### config.mk
export PLATFORM = sky130hd
export DESIGN_NAME = psram_bist
export DESIGN_NICKNAME = d
export VERILOG_FILES = /design/src/rtl/psram_bist.sv
export SDC_FILE = /design/constraint.sdc
export NUM_CORES = 1
export LEC_CHECK = 0
export CAP_MARGIN = 30
export CELL_PAD_IN_SITES_DETAIL_PLACEMENT = 1
export CELL_PAD_IN_SITES_GLOBAL_PLACEMENT = 1
export CORE_MARGIN = 2
export CORE_UTILIZATION = 40
export DETAILED_ROUTE_END_ITERATION = 16
export MAX_ROUTING_LAYER = met4
export PLACE_DENSITY = 0.79
export SLEW_MARGIN = 0
export SYNTH_ARGS = -nofsm -noshare
export SYNTH_HDL_FRONTEND = slang
export SYNTH_SLANG_ARGS = --single-unit
### constraint.sdc
create_clock -name clk -period 2.9 [get_ports clk]
set_input_delay 0.29 -clock clk [delete_from_list [all_inputs] [get_ports clk]]
set_output_delay 0.29 -clock clk [all_outputs]
set_load 0.01 [all_outputs]
### src/rtl/psram_bist.sv
// psram_bist: pattern write/read-back self-test sequencer for the PSRAM controller.
// Optional per-command latency counters are built when PSRAM_BIST_LATENCY_STATS_EN is defined.
module psram_bist #(
   parameter int ADDR_W        = 22,
   parameter int BYTES         = 1048576,
   parameter int WORD_MODE     = 0,
   parameter int TIMEOUT       = 64,
   parameter int STOP_ON_ERROR = 1
`ifdef PSRAM_BIST_LATENCY_STATS_EN
   ,
   parameter int WR_2X_THRESH  = 7,
   parameter int RD_2X_THRESH  = 13
`endif
) (
   input  logic              clk,
   input  logic              resetn,
   input  logic              start,
   input  logic [1:0]        pattern,
   output logic              read,
   output logic              write,
   output logic              byte_write,
   output logic [ADDR_W-1:0] addr,
   output logic [15:0]       din,
   input  logic [15:0]       dout,
   input  logic              busy,
   output logic              done,
   output logic              pass,
   output logic              timeout,
   output logic [15:0]       err_count,
   output logic [ADDR_W-1:0] fail_addr,
   output logic [15:0]       fail_exp,
   output logic [15:0]       fail_got,
`ifdef PSRAM_BIST_LATENCY_STATS_EN
   output logic [23:0]       wr_1x,
   output logic [23:0]       wr_2x,
   output logic [23:0]       rd_1x,
   output logic [23:0]       rd_2x,
`endif
   output logic [2:0]        phase
);

   localparam int STEP = (WORD_MODE != 0) ? 2 : 1;
   localparam logic [ADDR_W-1:0] ASTEP = ADDR_W'(STEP);
   localparam logic [ADDR_W-1:0] LAST  = ADDR_W'(BYTES - STEP);
   localparam logic [15:0]       TMO   = 16'(TIMEOUT);

   typedef enum logic [2:0] {
      IDLE     = 3'd0,
      WAIT_RDY = 3'd1,
      WR       = 3'd2,
      RD       = 3'd3,
      DONE     = 3'd4
   } state_t;

   typedef enum logic [1:0] {
      S_PULSE = 2'd0,
      S_SKIP  = 2'd1,
      S_WAIT  = 2'd2
   } sub_t;

   state_t            state;
   sub_t              sub;
   logic [1:0]        pat;
   logic [ADDR_W-1:0] addr_nx;
   logic              is_last;
   logic [15:0]       cnt;

   logic [15:0]       got_d;
   logic [15:0]       exp_d;
   logic              mismatch;
   logic [15:0]       err_nx;
   logic              tmo_hit;

   function automatic logic [7:0] pbyte(input logic [1:0] p, input logic [23:0] a);
      logic [7:0] h;
      logic [7:0] r;
      h = a[7:0] ^ a[15:8] ^ a[23:16] ^ 8'hC3;
      case (p)
         2'd0:    r = h;
         2'd1:    r = a[7:0];
         2'd2:    r = 8'h01 << a[2:0];
         default: r = ~h;
      endcase
      return r;
   endfunction

   function automatic logic [15:0] wdata(input logic [1:0] p, input logic [ADDR_W-1:0] a);
      logic [23:0] a24;
      a24 = 24'(a);
      if (WORD_MODE != 0) return {pbyte(p, a24 | 24'd1), pbyte(p, a24)};
      return {2{pbyte(p, a24)}};
   endfunction

   assign byte_write = (WORD_MODE == 0);
   assign phase      = state;
   assign tmo_hit    = busy && (cnt + 16'd1 == TMO);

   // din still holds the expected data of the outstanding read
   always_comb begin
      if (WORD_MODE != 0) begin
         got_d = dout;
         exp_d = din;
      end else begin
         got_d = {8'h00, addr[0] ? dout[15:8] : dout[7:0]};
         exp_d = {8'h00, din[7:0]};
      end
      mismatch = (state == RD) && (got_d != exp_d);
      err_nx   = err_count;
      if (mismatch && err_count != 16'hFFFF) err_nx = err_count + 16'd1;
   end

   always_ff @(posedge clk or negedge resetn) begin
      if (!resetn) begin
         state     <= IDLE;
         sub       <= S_PULSE;
         pat       <= '0;
         addr      <= '0;
         addr_nx   <= '0;
         is_last   <= 1'b0;
         din       <= '0;
         read      <= 1'b0;
         write     <= 1'b0;
         cnt       <= '0;
         done      <= 1'b0;
         pass      <= 1'b0;
         timeout   <= 1'b0;
         err_count <= '0;
         fail_addr <= '0;
         fail_exp  <= '0;
         fail_got  <= '0;
`ifdef PSRAM_BIST_LATENCY_STATS_EN
         wr_1x     <= '0;
         wr_2x     <= '0;
         rd_1x     <= '0;
         rd_2x     <= '0;
`endif
      end else begin
         read  <= 1'b0;
         write <= 1'b0;
         case (state)
            IDLE, DONE: begin
               if (start) begin
                  state     <= WAIT_RDY;
                  done      <= 1'b0;
                  pass      <= 1'b0;
                  timeout   <= 1'b0;
                  err_count <= '0;
                  fail_addr <= '0;
                  fail_exp  <= '0;
                  fail_got  <= '0;
                  pat       <= pattern;
                  addr      <= '0;
                  cnt       <= '0;
`ifdef PSRAM_BIST_LATENCY_STATS_EN
                  wr_1x     <= '0;
                  wr_2x     <= '0;
                  rd_1x     <= '0;
                  rd_2x     <= '0;
`endif
               end
            end
            WAIT_RDY: begin
               if (!busy) begin
                  state <= WR;
                  sub   <= S_PULSE;
                  write <= 1'b1;
                  din   <= wdata(pat, '0);
                  cnt   <= '0;
               end else if (tmo_hit) begin
                  state   <= DONE;
                  done    <= 1'b1;
                  timeout <= 1'b1;
                  pass    <= 1'b0;
               end else begin
                  cnt <= cnt + 16'd1;
               end
            end
            WR, RD: begin
               case (sub)
                  S_PULSE: begin
                     // next address is prepared a cycle early to keep the adder off the command path
                     sub     <= S_SKIP;
                     cnt     <= 16'd1;
                     addr_nx <= addr + ASTEP;
                     is_last <= (addr == LAST);
                  end
                  S_SKIP: begin
                     sub <= S_WAIT;
                     cnt <= cnt + 16'd1;
                  end
                  S_WAIT: begin
                     if (busy) begin
                        if (tmo_hit) begin
                           state   <= DONE;
                           done    <= 1'b1;
                           timeout <= 1'b1;
                           pass    <= 1'b0;
                        end else begin
                           cnt <= cnt + 16'd1;
                        end
                     end else begin
                        cnt <= '0;
                        sub <= S_PULSE;
`ifdef PSRAM_BIST_LATENCY_STATS_EN
                        if (state == WR) begin
                           if (cnt > 16'(WR_2X_THRESH)) wr_2x <= wr_2x + 24'd1;
                           else wr_1x <= wr_1x + 24'd1;
                        end else begin
                           if (cnt > 16'(RD_2X_THRESH)) rd_2x <= rd_2x + 24'd1;
                           else rd_1x <= rd_1x + 24'd1;
                        end
`endif
                        err_count <= err_nx;
                        if (mismatch && err_count == 16'h0000) begin
                           fail_addr <= addr;
                           fail_exp  <= exp_d;
                           fail_got  <= got_d;
                        end
                        if (mismatch && STOP_ON_ERROR != 0) begin
                           state <= DONE;
                           done  <= 1'b1;
                           pass  <= 1'b0;
                        end else if (is_last && state == WR) begin
                           state <= RD;
                           addr  <= '0;
                           din   <= wdata(pat, '0);
                           read  <= 1'b1;
                        end else if (is_last) begin
                           state <= DONE;
                           done  <= 1'b1;
                           pass  <= (err_nx == 16'h0000) && !timeout;
                        end else begin
                           addr  <= addr_nx;
                           din   <= wdata(pat, addr_nx);
                           write <= (state == WR);
                           read  <= (state == RD);
                        end
                     end
                  end
                  default: sub <= S_PULSE;
               endcase
            end
            default: state <= IDLE;
         endcase
      end
   end

endmodule

# [After elaboration in Yosys (flattened, before gate mapping)]
# Cells that the tools add are included.
[totals] out_inout_bits=117 register_bits=159
[op_classes] mux=84 addsub=3 bitwise=4 n_reduce_logical=27 shift=1 n_eq_ne=24
[ops] op="two-way mux 16 bit" count=18
[ops] op="two-way mux 22 bit" count=9
[ops] op="case mux 16 bit (2 select lines)" count=4
[ops] op="case mux 16 bit (3 select lines)" count=2
[ops] op="case mux 22 bit (2 select lines)" count=2
[ops] op="case mux 8 bit (3 select lines)" count=2
[ops] op="adder 16 x 1 -> 16 bit, second input constant" count=2
[ops] op="logical NOT 16 bit" count=2
[ops] op="two-way mux 1 bit" count=30
[ops] op="two-way mux 3 bit" count=8
[ops] op="adder 22 x 1 -> 22 bit, second input constant" count=1
[ops] op="== test 22 x 20 -> 1 bit, second input constant" count=1
[ops] op="AND reduction 6 bit" count=3
[ops] op="== test 16 x 7 -> 1 bit, second input constant" count=1
[ops] op="!= test 16 bit, second input constant" count=1
[ops] op="!= test 2 bit, second input constant" count=7
[ops] op="case mux 1 bit (3 select lines)" count=3
[ops] op="case mux 3 bit (3 select lines)" count=1
[ops] op="AND reduction 3 bit" count=3
[ops] op="two-way mux 8 bit" count=1
[ops] op="!= test 4 bit, second input constant" count=2
[ops] op="!= test 8 bit" count=1
[ops] op="inverter 8 bit" count=1
[ops] op="left shift 1 x 3 -> 8 bit, first input constant" count=1
[ops] op="other kinds (25)" count=37

# [Logic depth before layout (Yosys ltp)]
# Gate-level depths: netlist (run 1).
[depth] depth_word=13 ltp_mapped=12 ltp_nobuf=10

# [Least setup slack after synthesis (run 1)]
# No wires, ideal clock.
[synth_path] path_type="register to register" start="register cnt[0]" end="register cnt[12]" setup_ns=0.118 setup_slack_ns=0.212 arrival_time_ns=2.570 t_required_ns=2.782 path_stages_with_launch=12 synth_period_minus_slack_ns=2.688 cell_sequence="dfrtp_1 > ha_1 > nand4_1 > nor4_1 > xnor2_1 > o21ai_0 > or4_1 > buf_2 > a21oi_4 > buf_6 > o21ai_1 > a21o_1"
[synth_via] elab_chain_cells=7
[synth_lines] element="from (decl)" line_no="66" rtl="logic [15:0] cnt;"
[synth_lines] element="from (signal assigned)" line_no="175" rtl="cnt <= cnt + 16'd1;"
[synth_lines] element="from (signal assigned)" line_no="189" rtl="cnt <= cnt + 16'd1;"
[synth_lines] element="from (signal assigned)" line_no="199" rtl="cnt <= cnt + 16'd1;"
[synth_lines] element="adder 16 x 1 -> 16 bit (*)"
[synth_lines] element="== test 16 x 7 -> 1 bit" line_no="96" rtl="assign tmo_hit = busy && (cnt + 16'd1 == TMO);"
[synth_lines] element="logical AND 1 bit" line_no="96"
[synth_lines] element="two-way mux 16 bit" line_no="169, 193"
[synth_lines] element="two-way mux 16 bit" line_no="163" rtl="if (!busy) begin"
[synth_lines] element="case mux 16 bit (3 select lines)" line_no="179" rtl="case (sub)"
[synth_lines] element="case mux 16 bit (3 select lines) (*)" line_no="140" rtl="case (state)"
# Every way passes the cells marked *; elsewhere a longest branch is shown, timed or not.
# A chain may end at the register's enable or synchronous reset.

# [Worst setup path after layout (run 1)]
[layout_path] start="register cnt[1]" end="register cnt[2]"
# The elaborated chain is that of the path after synthesis.

==> results of run 1 <==
[layout make-up]
type                    instances  area [um2]
fillers                      2127        8770
multi-input cells             624        3850
flip-flops and latches        135        3380
repair buffers                175        1680
clock buffers                  20         467
well taps                     234         293
clock inverters                12         188
inverters                      37         139
[worst paths after layout]
kind,end,startpoint,depth (start not counted)
setup / recovery,cnt[2],cnt[1],11
hold / removal,err_count[12],resetn,2
setup reg to reg,cnt[2],cnt[1],11
hold reg to reg,fail_addr[18],fail_addr[18],2
max in group asynchronous,cnt[8],resetn,3
min in group clk,fail_addr[18],fail_addr[18],2
[placed cells by master, fill, tap and decap left out, types with 6 or more instances in the layout]
cell / count
a21o_1: 6
a21oi_1: 31
a22o_1: 14
a31oi_1: 16
and3_1: 14
buf_4: 48
clkbuf_16: 17
clkdlybuf4s50_1: 120
conb_1: 17
dfrtp_1: 131
ha_1: 8
inv_1: 37
mux2_2: 11
mux2i_1: 10
nand2_1: 104
nand3_1: 44
nand4_1: 15
nor2_1: 38
nor2b_1: 6
nor3_1: 8
nor4_1: 7
o21ai_0: 102
o21ai_1: 6
o31ai_1: 30
xnor2_1: 41
xor2_1: 6
[cells by family (layout without fill, tap and decap cells)]
logic type | after synthesis | after routing | synth area share (%)
other | 2 | 17 | 0.0978
adder cells (fa/ha/maj) | 9 | 9 | 1.47
XOR/XNOR | 47 | 47 | 5.36
flip-flops | 135 | 135 | 44.0
AND/OR/NAND/NOR | 284 | 284 | 18.7
AO/OA/AOI/OAI | 246 | 246 | 19.7
buffers and inverters | 120 | 244 | 7.79
multiplexers | 21 | 21 | 2.92
[power groups by stage]
stage                     clock network [mW]  registers, mW  logic (mW)
after floorplan                            0           2.99        2.43
after global placement                     0           3.12        4.00
after detailed placement                   0           3.15        4.12
after CTS                               2.45           3.13        4.23
after global routing                    2.52           3.22        4.72
final                                   2.41           3.14        4.32
[flip-flops by register name, indices dropped and copies added (netlist names)]
signal,flops
addr,22
addr_nx,22
fail_addr,22
cnt,16
err_count,16
din,8
fail_exp,8
fail_got,8
phase,3
pat,2
sub,2
done,1
is_last,1
pass,1
read,1
timeout,1
write,1
[metal layers]
metal	wire length, um	up-vias	share of wire [%]	global-route usage, %
li1	-	3283	-	-
met1	10800	3535	44	32.1
met2	12100	214	49	41.4
met3	1170	44	4.8	4.48
met4	505	0	2.1	8.39
met5	0	-	0	-
[worst max-delay path, stage by stage, from the launching register on]
cell and delay (ps):
dfrtp_2 440, ha_4 170, nand4_1 170, buf_4 210
or4b_4 490, o31ai_4 70, a31oi_1 130, or4_4 540
buf_8 170, o21a_4 210, a21oi_2 130, a21oi_1 60
[what timing repair did]
action,CTS,global route
pin swaps,1,14
hold endpoints to repair,51,0
hold buffers,1,0
resized for setup,5,25
setup endpoints to repair,11,25
buffers inserted,2,6
==> run metrics, run 1 <==
status complete, but fails checks; failing checks negative setup slack; fin area 10000 um2; Post-synth EDFFs 0; Yosys reg bits 135; Setup violations, final 4; largest cells by area after synthesis dfrtp_1, o21ai_0, nand2_1; port bufs 121; synthesized area per cell 8.89 um2; Final Slew Violations 0; core area 18800 um2; starting density of the core 40.9%; pwr dens 987 nW/um2; 1st-iter DRT viols 362; number of H-tree levels 4; Worst VDD drop 0.000494 V; combinational power share 43.7%; CTS tree built; Via-to-Cell Ratio 5.72; I/O pins 139; synth warn 0; unrepaired setup endpoints after global routing yes; vias 7076; Setup WS post-layout -43.0 ps; Leak 4.18 nW; Slew headroom 40.0%; CP Data Arrival Time 3210 ps; antenna cells 0; Tmin final 2940 ps; P_int 5.84 mW; Util after Layout 53.3%; Sink Count 135; Final Total Pwr 9.87 mW; Layout Area Growth over Synthesis 30.2%; drt total wl 24.5 mm; count leader, synth dfrtp_1; Flop pwr share 31.8%; share of post-route cells with drive strength above 1 12.9%; commonest register cell after synthesis dfrtp_1; Fin. Hold Viols 0; Crit Path Category register to register; Die H 143 um; grt ovf 0; clock buffer depth 2; wire per inst 19.8 um; Setup crit end kind register; DP Worst Slack -14.1 ps; Cell Area, Synth 7680 um2; biggest area consumer among synthesized cells dfrtp_1; crit path launch type register; fraction of registers with async set/reset 100%; vias in the first global route 7361; Clk pwr share 24.4%; Residual DRC 0; # rows 50; Fin Setup TNS -66.1 ps; largest net degree at the start of global routing 60; post-synthesis sequential area ratio 44.0%; final std cells w/o fill 1237; Netlist cell types 70; Worst Max-Slew Pin Slew 891 ps; clk root buf clkbuf_16; required time worst endpoint 3170 ps; Detail Placement HPWL 16.8 mm; Placed Cells 1196; Die Span X 143 um; clock slew at reported path FFs 60 ps; GRT Total Usage 25.4%; commonest cells in the netlist dfrtp_1, o21ai_0, nand2_1; P_sw 4.03 mW; DIE AREA 20300 um2; Tcrit/Tclk final 101%; cells after synthesis 864; antenna violations before repair 0; Routed Antenna Nets 0; First-pass DRT Iterations 5; Max Fclk 0.340 GHz; setup slack, reg-to-reg -40 ps; clock skew 9.07 ps; Worst Hold Class input pin to asynchronous set/reset pin; Net Sw Frac 40.9%; GP Congestion 0.874; first-pass GRT wire length 39.2 mm; Post-DP Area 9160 um2; clock buffer count from CTS 17; Yosys top cell area share 44.0%; Max Cap Viol 0; worst-path fanout max 8; Nets 1021; Fin Hold WS 357 ps; Worst-Skew Late Latency 440 ps
(Power assumes the default switching activity.)
==> run 2: changes to the inputs <==
CORE_UTILIZATION = 25   (was 40)
PLACE_DENSITY = 0.53   (was 0.79)
TNS_END_PERCENT = 30   (was not set)
==> run 2 against run 1 <==
Compared with the run above:
- the run now ends clean
- hold slack better by 54 ps
- total power down 2.7%
- clock skew up 11 ps
- non-clock buffer count up 12
- worst setup slack better by 190 ps
- largest power group unchanged
==> run metrics, run 2 (synthesized netlist as in run 1, its figures left out) <==
grt ovf 0 (unchanged); GRT Total Usage 16.7% (was 25.4%); drt total wl 25.0 mm (was 24.5 mm); Layout Area Growth over Synthesis 32.9% (was 30.2%); DIE AREA 32100 um2 (was 20300 um2); clk root buf clkbuf_16 (unchanged); Setup crit end kind register (unchanged); reg-to-reg endpoint cnt[2] (unchanged); Residual DRC 0 (unchanged); crit path launch type register (unchanged); Crit Path Category register to register (unchanged); status finished clean (was complete, but fails checks); Reg2Reg Depth 10 (was 11); Fin Setup TNS 0 ps (was -66.1 ps); Setup WS post-layout 146 ps (was -43.0 ps); most used routing layer met2 (unchanged); Fin Hold WS 411 ps (was 357 ps); CTS tree built (unchanged); Setup violations, final 0 (was 4); clock skew 19.8 ps (was 9.07 ps); required time worst endpoint 3170 ps (about the same); core area 30400 um2 (was 18800 um2); I/O pins 139 (unchanged); unrepaired setup endpoints after global routing yes (unchanged); starting density of the core 25.2% (was 40.9%); Max Cap Viol 0 (unchanged); met1 GRT Util 22.4% (was 32.1%); 1st-iter DRT viols 331 (was 362); DP Worst Slack -17.0 ps (was -14.1 ps); vias 6844 (was 7076); first-pass GRT wire length 40.4 mm (was 39.2 mm); Fin. Hold Viols 0 (unchanged); worst flop-to-flop path startpoint cnt[1] (unchanged); Worst Hold Class input pin to asynchronous set/reset pin (unchanged); met2 Resource Use GR 26.2% (was 41.4%); Die Span X 179 um (was 143 um); clock buffer depth 2 (unchanged); Tmin final 2750 ps (was 2940 ps); Final Slew Violations 0 (unchanged); wire per inst 17.7 um (was 19.8 um); share of post-route cells with drive strength above 1 13.1% (was 12.9%); GP Congestion 0.780 (was 0.874); Detail Placement HPWL 18.1 mm (was 16.8 mm); largest net degree at the start of global routing 59 (was 60); clock slew at reported path FFs 60 ps (about the same); most common cell after layout, fill and taps aside dfrtp_1 (unchanged); antenna violations before repair 1 (was 0); Worst-Skew Late Latency 430 ps (was 440 ps); Final Total Pwr 9.60 mW (was 9.87 mW); Via-to-Cell Ratio 4.85 (was 5.72); # rows 64 (was 50); port bufs 121 (unchanged); Slew headroom 36.4% (was 40.0%); pwr dens 941 nW/um2 (was 987 nW/um2); biggest regs addr: 22 flops, addr_nx: 22 flops, fail_addr: 22 flops (unchanged); Sink Count 135 (unchanged); Worst VDD drop 0.000430 V (was 0.000494 V); Max Fclk 0.363 GHz (was 0.340 GHz); Leak 4.21 nW (was 4.18 nW); Post-DP Area 9510 um2 (was 9160 um2); CP Data Arrival Time 3020 ps (was 3210 ps); Die H 179 um (was 143 um); most frequent cells in the layout dfrtp_1, clkdlybuf4s50_1, o21ai_0 (was dfrtp_1, clkdlybuf4s50_1, nand2_1); fin area 10200 um2 (was 10000 um2); First-pass DRT Iterations 4 (was 5); number of H-tree levels 4 (unchanged); Nets 1033 (was 1021); setup slack, reg-to-reg 150 ps (was -40 ps); Tcrit/Tclk final 95.0% (was 101%); vias in the first global route 7077 (was 7361); worst-path fanout max 6 (was 8); Routed Antenna Nets 0 (unchanged); met3 GRT Util 2.65% (was 4.48%); Worst Max-Slew Pin Slew 945 ps (was 891 ps); clock buffer count from CTS 17 (unchanged)
==> run 2: how the worst max path moves through the flow <==
stage | start | end | slack (ps) | depth (start not counted)
floorplan | cnt[0] | cnt[12] | 210 | 11
global placement | dout[10] | pass | 30 | 10
detailed placement | cnt[1] | cnt[4] | -20 | 11
CTS | cnt[1] | cnt[4] | 40 | 12
global route | cnt[0] | cnt[2] | -1 | 10
finish | cnt[1] | cnt[2] | 150 | 10
==> run 2: layout make-up <==
type | instances | area, um2
inverter | 37 | 139
timing repair buffer | 187 | 1780
sequential | 135 | 3380
clock inverter | 12 | 141
antenna | 1 | 2.50
tap | 396 | 495
multi-input combinational | 624 | 3820
clock buffer | 20 | 447
fill | 3520 | 20200
==> run 2: power by group <==
group	internal, mW	leakage [nW]	switching (mW)	total, mW
Sequential	2.40	1.84	0.683	3.08
Combinational	1.93	2.09	2.38	4.31
Clock	1.30	0.282	0.909	2.21
Total	5.63	4.21	3.98	9.60
==> run 2: metrics by stage <==
stage	util [%]	std cells
after CTS	33.2	1407
final	33.5	1412
after detailed placement	31.3	1374
after global placement	31.3	1374
after floorplan	-	879
after global routing	33.5	1412
==> run 2: what timing repair did <==
action | in CTS | in global routing
hold buffers | 1 | 0
setup buffers | 0 | 4
pin swaps | 0 | 9
hold endpoints to repair | 50 | 0
resized for setup | 2 | 15
setup endpoints to repair | 4 | 65
==> run 2: per-layer routing <==
metal,share of wire (%),up-vias
li1,-,3309
met1,49,3397
met2,47,122
met3,3.2,16
met4,1.1,0
met5,0,-
==> run 2: worst max-delay path: stages (launching register included) <==
cell and delay [ps]:
dfrtp_2 410, ha_2 190, nand4_1 150, or4b_1 560, o31ai_2 80, a31oi_1 110
or4_4 540, buf_6 160, o21a_4 230, a21oi_2 130, a21oi_1 50
